==> src/rtl/mul_pkg.sv <==
// Shared types and helpers for the shift-add multiplier.
// State encoding and counter sizing live here.
package mul_pkg;

  typedef enum logic [1:0] {
    IDLE = 2'd0,
    RUN  = 2'd1,
    DONE = 2'd2
  } state_t;

  function automatic int cnt_width(input int n);
    int w;
    w = 1;
    for (int i = 1; i < 31; i++) begin
      if ((1 << i) < n) w = i + 1;
    end
    return w;
  endfunction

endpackage

==> src/rtl/shift_add_multiplier_adder.sv <==
// N-bit ripple-carry adder that exports its final carry.
// Bit 0 has no carry-in, so it degenerates to a half adder.
module ripple_adder_co #(
  parameter int N = 8
) (
  input  logic [N-1:0] a,
  input  logic [N-1:0] b,
  output logic [N-1:0] sum,
  output logic         cout
);

  logic [N:0] cy;

  assign cy[0] = 1'b0;

  for (genvar i = 0; i < N; i++) begin : g_bit
    logic p;
    logic g;
    assign p         = a[i] ^ b[i];
    assign g         = a[i] & b[i];
    assign sum[i]    = p ^ cy[i];
    assign cy[i+1]   = g | (p & cy[i]);
  end

  assign cout = cy[N];

endmodule

==> src/rtl/shift_add_multiplier.sv <==
// Sequential unsigned N x N multiplier, one partial product per cycle.
// Operands and product move over valid/ready handshakes.
module shift_add_multiplier
  import mul_pkg::*;
#(
  parameter int N = 8
) (
  input  logic           clk,
  input  logic           rst,
  input  logic           in_valid,
  output logic           in_ready,
  input  logic [N-1:0]   a,
  input  logic [N-1:0]   b,
  output logic           out_valid,
  input  logic           out_ready,
  output logic [2*N-1:0] product
);

  localparam int CW = cnt_width(N);
  localparam logic [CW-1:0] LAST = CW'(N - 1);

  state_t state;
  state_t state_n;

  logic [N-1:0]   hi;
  logic [N-1:0]   lo;
  logic [N-1:0]   m;
  logic [CW-1:0]  count;
  logic [2*N-1:0] prod_q;

  logic [N-1:0]   addend;
  logic [N-1:0]   s;
  logic           c;
  logic           take;

  assign addend  = lo[0] ? m : '0;
  assign take    = in_valid && in_ready;
  assign product = prod_q;

  ripple_adder_co #(
    .N (N)
  ) u_add (
    .a    (hi),
    .b    (addend),
    .sum  (s),
    .cout (c)
  );

  always_ff @(posedge clk) begin
    if (rst) state <= IDLE;
    else     state <= state_n;
  end

  always_comb begin
    state_n   = state;
    in_ready  = 1'b0;
    out_valid = 1'b0;
    unique case (state)
      IDLE: begin
        in_ready = ~rst;
        if (in_valid && !rst) state_n = RUN;
      end
      RUN: begin
        if (count == LAST) state_n = DONE;
      end
      DONE: begin
        out_valid = 1'b1;
        if (out_ready) state_n = IDLE;
      end
      default: state_n = IDLE;
    endcase
  end

  // Carry-out lands in hi's MSB so no product bit is ever lost.
  always_ff @(posedge clk) begin
    if (rst) begin
      hi     <= '0;
      lo     <= '0;
      m      <= '0;
      count  <= '0;
      prod_q <= '0;
    end else begin
      unique case (state)
        IDLE: begin
          if (take) begin
            m     <= a;
            hi    <= '0;
            lo    <= b;
            count <= '0;
          end
        end
        RUN: begin
          hi    <= {c, s[N-1:1]};
          lo    <= {s[0], lo[N-1:1]};
          count <= count + 1'b1;
          if (count == LAST) prod_q <= {c, s, lo[N-1:1]};
        end
        default: ;
      endcase
    end
  end

endmodule
==> config.mk <==
export PLATFORM = sky130hd
export DESIGN_NAME = shift_add_multiplier
export DESIGN_NICKNAME = d
export VERILOG_FILES = /design/src/rtl/mul_pkg.sv /design/src/rtl/shift_add_multiplier_adder.sv /design/src/rtl/shift_add_multiplier.sv
export SDC_FILE = /design/constraint.sdc
export NUM_CORES = 1
export LEC_CHECK = 0
export ABC_AREA = 1
export CORE_MARGIN = 3
export CORE_UTILIZATION = 59
export CTS_BUF_LIST = sky130_fd_sc_hd__clkbuf_8
export DETAILED_ROUTE_END_ITERATION = 8
export MAX_ROUTING_LAYER = met4
export PLACE_DENSITY = 0.88
export SETUP_SLACK_MARGIN = 0.5
export SLEW_MARGIN = 20
export SYNTH_ARGS = -nofsm -noshare
export SYNTH_HDL_FRONTEND = slang
export SYNTH_HIERARCHICAL = 1
export SYNTH_SLANG_ARGS = --single-unit
==> constraint.sdc <==
create_clock -name clk -period 8.9 [get_ports clk]
set_input_delay 1.78 -clock clk [delete_from_list [all_inputs] [get_ports clk]]
set_output_delay 1.78 -clock clk [all_outputs]
set_load 0.03 [all_outputs]
==> flow_metrics.tcl, run 1 <==
set metrics [dict create \
    outcome "finished clean" \
    skew_ns 0.008480 \
    maxCapViolCount 0 \
    wl_per_cell_um 11.57 \
    synth_nets 324 \
    cts_made_buffers 5 \
    grt_pass1_vias 1600 \
    grt_overflow 0 \
    hold_viol_final 0 \
    cp.arrival_ns 3.28 \
    grt_max_degree 45 \
    drt-initial-drc-count 200 \
    dpl_cell_area_um2 2489 \
    crit_type "in2out" \
    whs_ns 0.4628 \
    gp_congestion 0.8395 \
    vias 1863 \
    crit_fanout 30 \
    slew-limit-headroom 0.5650 \
    ctsResizeCount 0 \
    layout_min_cycle_time_ns 5.057 \
    fin_crit_sh 0.5682 \
    cts_tree "done" \
    syn_avg_cell_area_um2 7.448 \
    synth_top_cells_by_area "dfxtp_1 41%, nand2_1 13%, nand3_1 9.6%" \
    power_uw 393.6 \
    ant_nets 0 \
    cts-root-buf "clkbuf_8" \
    cts_setup_buffers 0 \
    layout-drive-gt1-share 0.05296 \
    die_x_um 66.92 \
    clkSlewWorstSetupHoldPaths_ns 0.08 \
    cts_hold_buf 0 \
    rsz0062_at_grt "no" \
    ys_types 21 \
    drc 0 \
    end_kind "output port" \
    leakage_nw 1.158 \
    hpwlAfterDp_um 2893 \
    holdCritPathClass "reg2reg" \
    fp.dieH_um 66.92 \
    setup_viol 0 \
    worst_pin_slew_ns 0.6524 \
    yosysTopAreaCell "dfxtp_1" \
    port_buffers 37 \
    clock_latency_ns 0.30 \
    ys_ff_latch 45 \
    drt-vias-per-instance 5.076 \
    fin_ws_ns 3.843 \
    fin_area_um2 2585 \
    ir_drop_mv 0.1611 \
    drv_slew 0 \
    syn_inst 294 \
    synth_top_area_share 0.4114 \
    seq_area_frac_synth 0.4114 \
    fin_tns_setup_ns 0 \
    coreArea_um2 3442 \
    critPathLaunchType "input pin" \
    clock_sinks 45 \
    p_per_area_nw_per_um2 152.3 \
    max_freq_mhz 197.7 \
    grt_pass1_wl_um 7093 \
    dp_cells 359 \
    dpl_worst_slack_ns 3.837 \
    dr.pass1.iters 5 \
    die_area_um2 4478 \
    track_usage 0.2134 \
    yosysWarnings 6 \
    num_antenna_cells 0 \
    clockBufferDepth 2 \
    final-instance-count-excl-fill 367 \
    syn_area_um2 2190 \
    cts_max_level 2 \
    antenna_found_initial 0 \
    io_pins 38 \
    num_rows 21 \
    initial_utilization 0.6361 \
    drt_wl_total_um 4247 \
    required_ns 7.12 \
    final_core_util 0.7510 \
    layout.nets 350 \
    area_growth_pct 18.06 \
]
-- power breakdown --
| part | internal (mW) | switching (mW) |
|---|---|---|
| Clock | 0.0629 | 0.0677 |
| Combinational | 0.0199 | 0.0268 |
| Sequential | 0.209 | 0.00758 |
| Total | 0.292 | 0.102 |
-- logic make-up after synthesis --
kind of cell,after synthesis,synth area share
buffers and inverters,52,0.1211
adder cells (fa/ha/maj),10,0.08114
AO/OA/AOI/OAI,38,0.08686
flip-flops,45,0.4114
AND/OR/NAND/NOR,149,0.2994
-- worst max-delay path, stage by stage --
cell and delay (ns):
clkdlybuf4s50_1 0.40, buf_4 0.23, nor3_1 0.17, clkdlybuf4s50_1 0.69
-- metal layers --
layer,part of all wire,track usage,vias up
met1,0.47,0.2895,830
met2,0.47,0.3106,46
li1,-,-,977
met4,0.021,0.08354,0
met3,0.045,0.04553,10
met5,0,-,-
-- cells in the mapped netlist, drive strengths merged --
cell type and count:
inv 33, nand2 78, or2 1, clkbuf 5, dfxtp 45, buf 14
ha 3, nand3 43, o21ai 1, a21oi 37, nor2 26, fa 7
nor3 1
-- flip-flops by register name, indices dropped and copies added (netlist names) --
register / flops
product: 16
hi: 8
lo: 8
m: 8
count: 3
state: 2
-- cell usage in the layout, fill, tap and decap left out, types with 2 or more instances in the layout --
master and n:
clkdlybuf4s50_1 37, clkbuf_8 6, a21oi_1 37, nand2_1 76, ha_1 3, nand3_1 42, inv_2 2, dfxtp_1 45
nor2_1 25, inv_1 30, fa_1 7
-- worst paths after layout --
kind | start | to | slack [ns] | depth (start not counted)
worst min register to register | product[12] | product[12] | 0.46 | 2
worst max-delay path | rst | in_ready | 3.84 | 4
worst min-delay path | product[12] | product[12] | 0.46 | 2
worst max register to register | lo[0] | product[14] | 4.96 | 14
-- area by class of cell --
| cell class | instances | area [um2] |
|---|---|---|
| Multi-Input combinational cell | 197 | 1023 |
| Sequential cell | 45 | 900.9 |
| Fill cell | 266 | 857.1 |
| Timing Repair Buffer | 38 | 377.9 |
| Inverter | 33 | 128.9 |
| Clock buffer | 6 | 82.58 |
| Tap cell | 46 | 57.56 |
| Clock inverter | 2 | 13.76 |
Note: power is estimated with default switching activity, not from simulation.
==> run 2: changes to the inputs <==
--- a/config.mk
+++ b/config.mk
@@ -7,11 +7,11 @@
 export LEC_CHECK = 0
 export ABC_AREA = 1
 export CORE_MARGIN = 3
-export CORE_UTILIZATION = 59
+export CORE_UTILIZATION = 54
 export CTS_BUF_LIST = sky130_fd_sc_hd__clkbuf_8
 export DETAILED_ROUTE_END_ITERATION = 8
 export MAX_ROUTING_LAYER = met4
-export PLACE_DENSITY = 0.88
+export PLACE_DENSITY = 0.81
 export SETUP_SLACK_MARGIN = 0.5
 export SLEW_MARGIN = 20
 export SYNTH_ARGS = -nofsm -noshare
==> constraint.sdc (replaced) <==
create_clock -name clk -period 5 [get_ports clk]
set_input_delay 1 -clock clk [delete_from_list [all_inputs] [get_ports clk]]
set_output_delay 1 -clock clk [all_outputs]
set_load 0.03 [all_outputs]
==> run 2 against run 1 <==
Total power up 79%. Cell area about the same. Count of clock-buffer cells in the layout unchanged. Via count up 1.1%. Critical path type is now reg2reg. Critical endpoint is now product[14]. Highest routed layer unchanged.
==> flow_metrics.tcl, run 2 (same netlist as run 1, synthesis figures left out) <==
set metrics [dict create \
    cts_made_buffers 5 \
    holdCritPathClass "reg2reg" \
    worstSetupStartpoint "lo[0]" \
    dr.pass1.iters 4 \
    worst_pin_slew_ns 0.6987 \
    slew-limit-headroom 0.5342 \
    hold_viol_final 0 \
    critPathLaunchType "flop" \
    initial_utilization 0.5806 \
    fp.dieH_um 69.68 \
    die_x_um 69.68 \
    drc 0 \
    largest_reg_flops 16 \
    skew_ns 0.01173 \
    ir_drop_mv 0.2177 \
    setup_viol 0 \
    final_core_util 0.6861 \
    crit_type "reg2reg" \
    nFillCells 334 \
    hpwlAfterDp_um 2932 \
    fin_area_um2 2587 \
    cts_tree "done" \
    clockBufferDepth 2 \
    ant_nets 0 \
    leakage_nw 1.158 \
    fin_tns_setup_ns 0 \
    worstReg2RegEnd "product[14]" \
    grt_overflow 0 \
    dpl_worst_slack_ns 1.144 \
    drt-initial-drc-count 156 \
    fin_crit_sh 0.7807 \
    multi_input_area_um2 1023 \
    dpl_cell_area_um2 2491 \
    cts_max_level 2 \
    cts_setup_buffers 0 \
    fin_ws_ns 1.097 \
    whs_ns 0.4639 \
    required_ns 5.23 \
    drt-vias-per-instance 5.106 \
    gp_congestion 0.7701 \
    vias 1884 \
    regArea_um2 900.9 \
    end_kind "flop" \
    area_growth_pct 18.17 \
    layout_min_cycle_time_ns 3.903 \
    track_usage 0.1882 \
    num_rows 22 \
    max_freq_mhz 256.2 \
    maxCapViolCount 0 \
    final_cell_mix "76 x nand2_1, 45 x dfxtp_1, 42 x nand3_1" \
    coreArea_um2 3771 \
    clock_sinks 45 \
    cts_hold_buf 0 \
    clock_latency_ns 0.30 \
    cts-root-buf "clkbuf_8" \
    r2r_start "lo[0]" \
    outcome "finished clean" \
    clkSlewWorstSetupHoldPaths_ns 0.09 \
    final-instance-count-excl-fill 369 \
    final_common_cell "nand2_1" \
    grt_max_degree 45 \
    cp.arrival_ns 4.14 \
    power_uw 702.9 \
    p_per_area_nw_per_um2 271.7 \
    crit_fanout 9 \
    dp_cells 361 \
    reg2reg_slack_ns 1.10 \
    antenna_found_initial 0 \
    grt_pass1_vias 1762 \
    port_buffers 37 \
    layout-drive-gt1-share 0.05296 \
    die_area_um2 4855 \
    drv_slew 0 \
    layout.nets 350 \
    worstSetupEndpoint "product[14]" \
    wl_per_cell_um 11.85 \
    num_antenna_cells 0 \
    drt_wl_total_um 4372 \
    ff2ff_path_depth 14 \
    io_pins 38 \
    rsz0062_at_grt "no" \
    ctsResizeCount 0 \
    grt_pass1_wl_um 7472 \
]
[run 2: cell counts in the layout (fill, tap and decap cells not counted)]
No cell type changed its count.
[run 2: worst min path at each step]
stage                             end  slack, ns   startpoint  cells after the start
after floorplan              count[0]       0.43     count[0]                      1
after global placement    product[10]       0.45  product[10]                      2
after detailed placement  product[11]       0.45  product[11]                      2
after CTS                 product[11]       0.47  product[11]                      2
after global routing      product[13]       0.49  product[13]                      2
final                      product[6]       0.46   product[6]                      2
[run 2: final cells by class]
cell class / instances / share of cell area
multi-input combinational: 197 / 0.3956
sequential: 45 / 0.3482
timing repair buffer: 38 / 0.1460
inverter: 33 / 0.04981
clock buffer: 6 / 0.03191
tap: 48 / 0.02321
clock inverter: 2 / 0.005319
[run 2: where the power goes]
group          leakage, nW  switching [mW]  internal, mW  total (mW)
registers            0.366          0.0134         0.372       0.385
clock network       0.0512           0.122         0.112       0.235
logic                0.741          0.0481        0.0354      0.0835
[run 2: per-layer routing]
metal	GRT usage	vias to the layer above	share of wire
li1	-	974	-
met1	0.2349	838	0.46
met2	0.2977	61	0.45
met3	0.04493	11	0.061
met4	0.06809	0	0.022
met5	-	-	0
[run 2: critical path, cell delays in order (launching register included)]
cell and delay (ns):
dfxtp_1 0.38, nand2_1 0.09, inv_1 0.04, ha_1 0.18, fa_1 0.39, fa_1 0.41
fa_1 0.40, fa_1 0.39, fa_1 0.39, fa_1 0.37, inv_1 0.07, fa_1 0.42
inv_1 0.09, nand3_1 0.07, a21oi_1 0.16
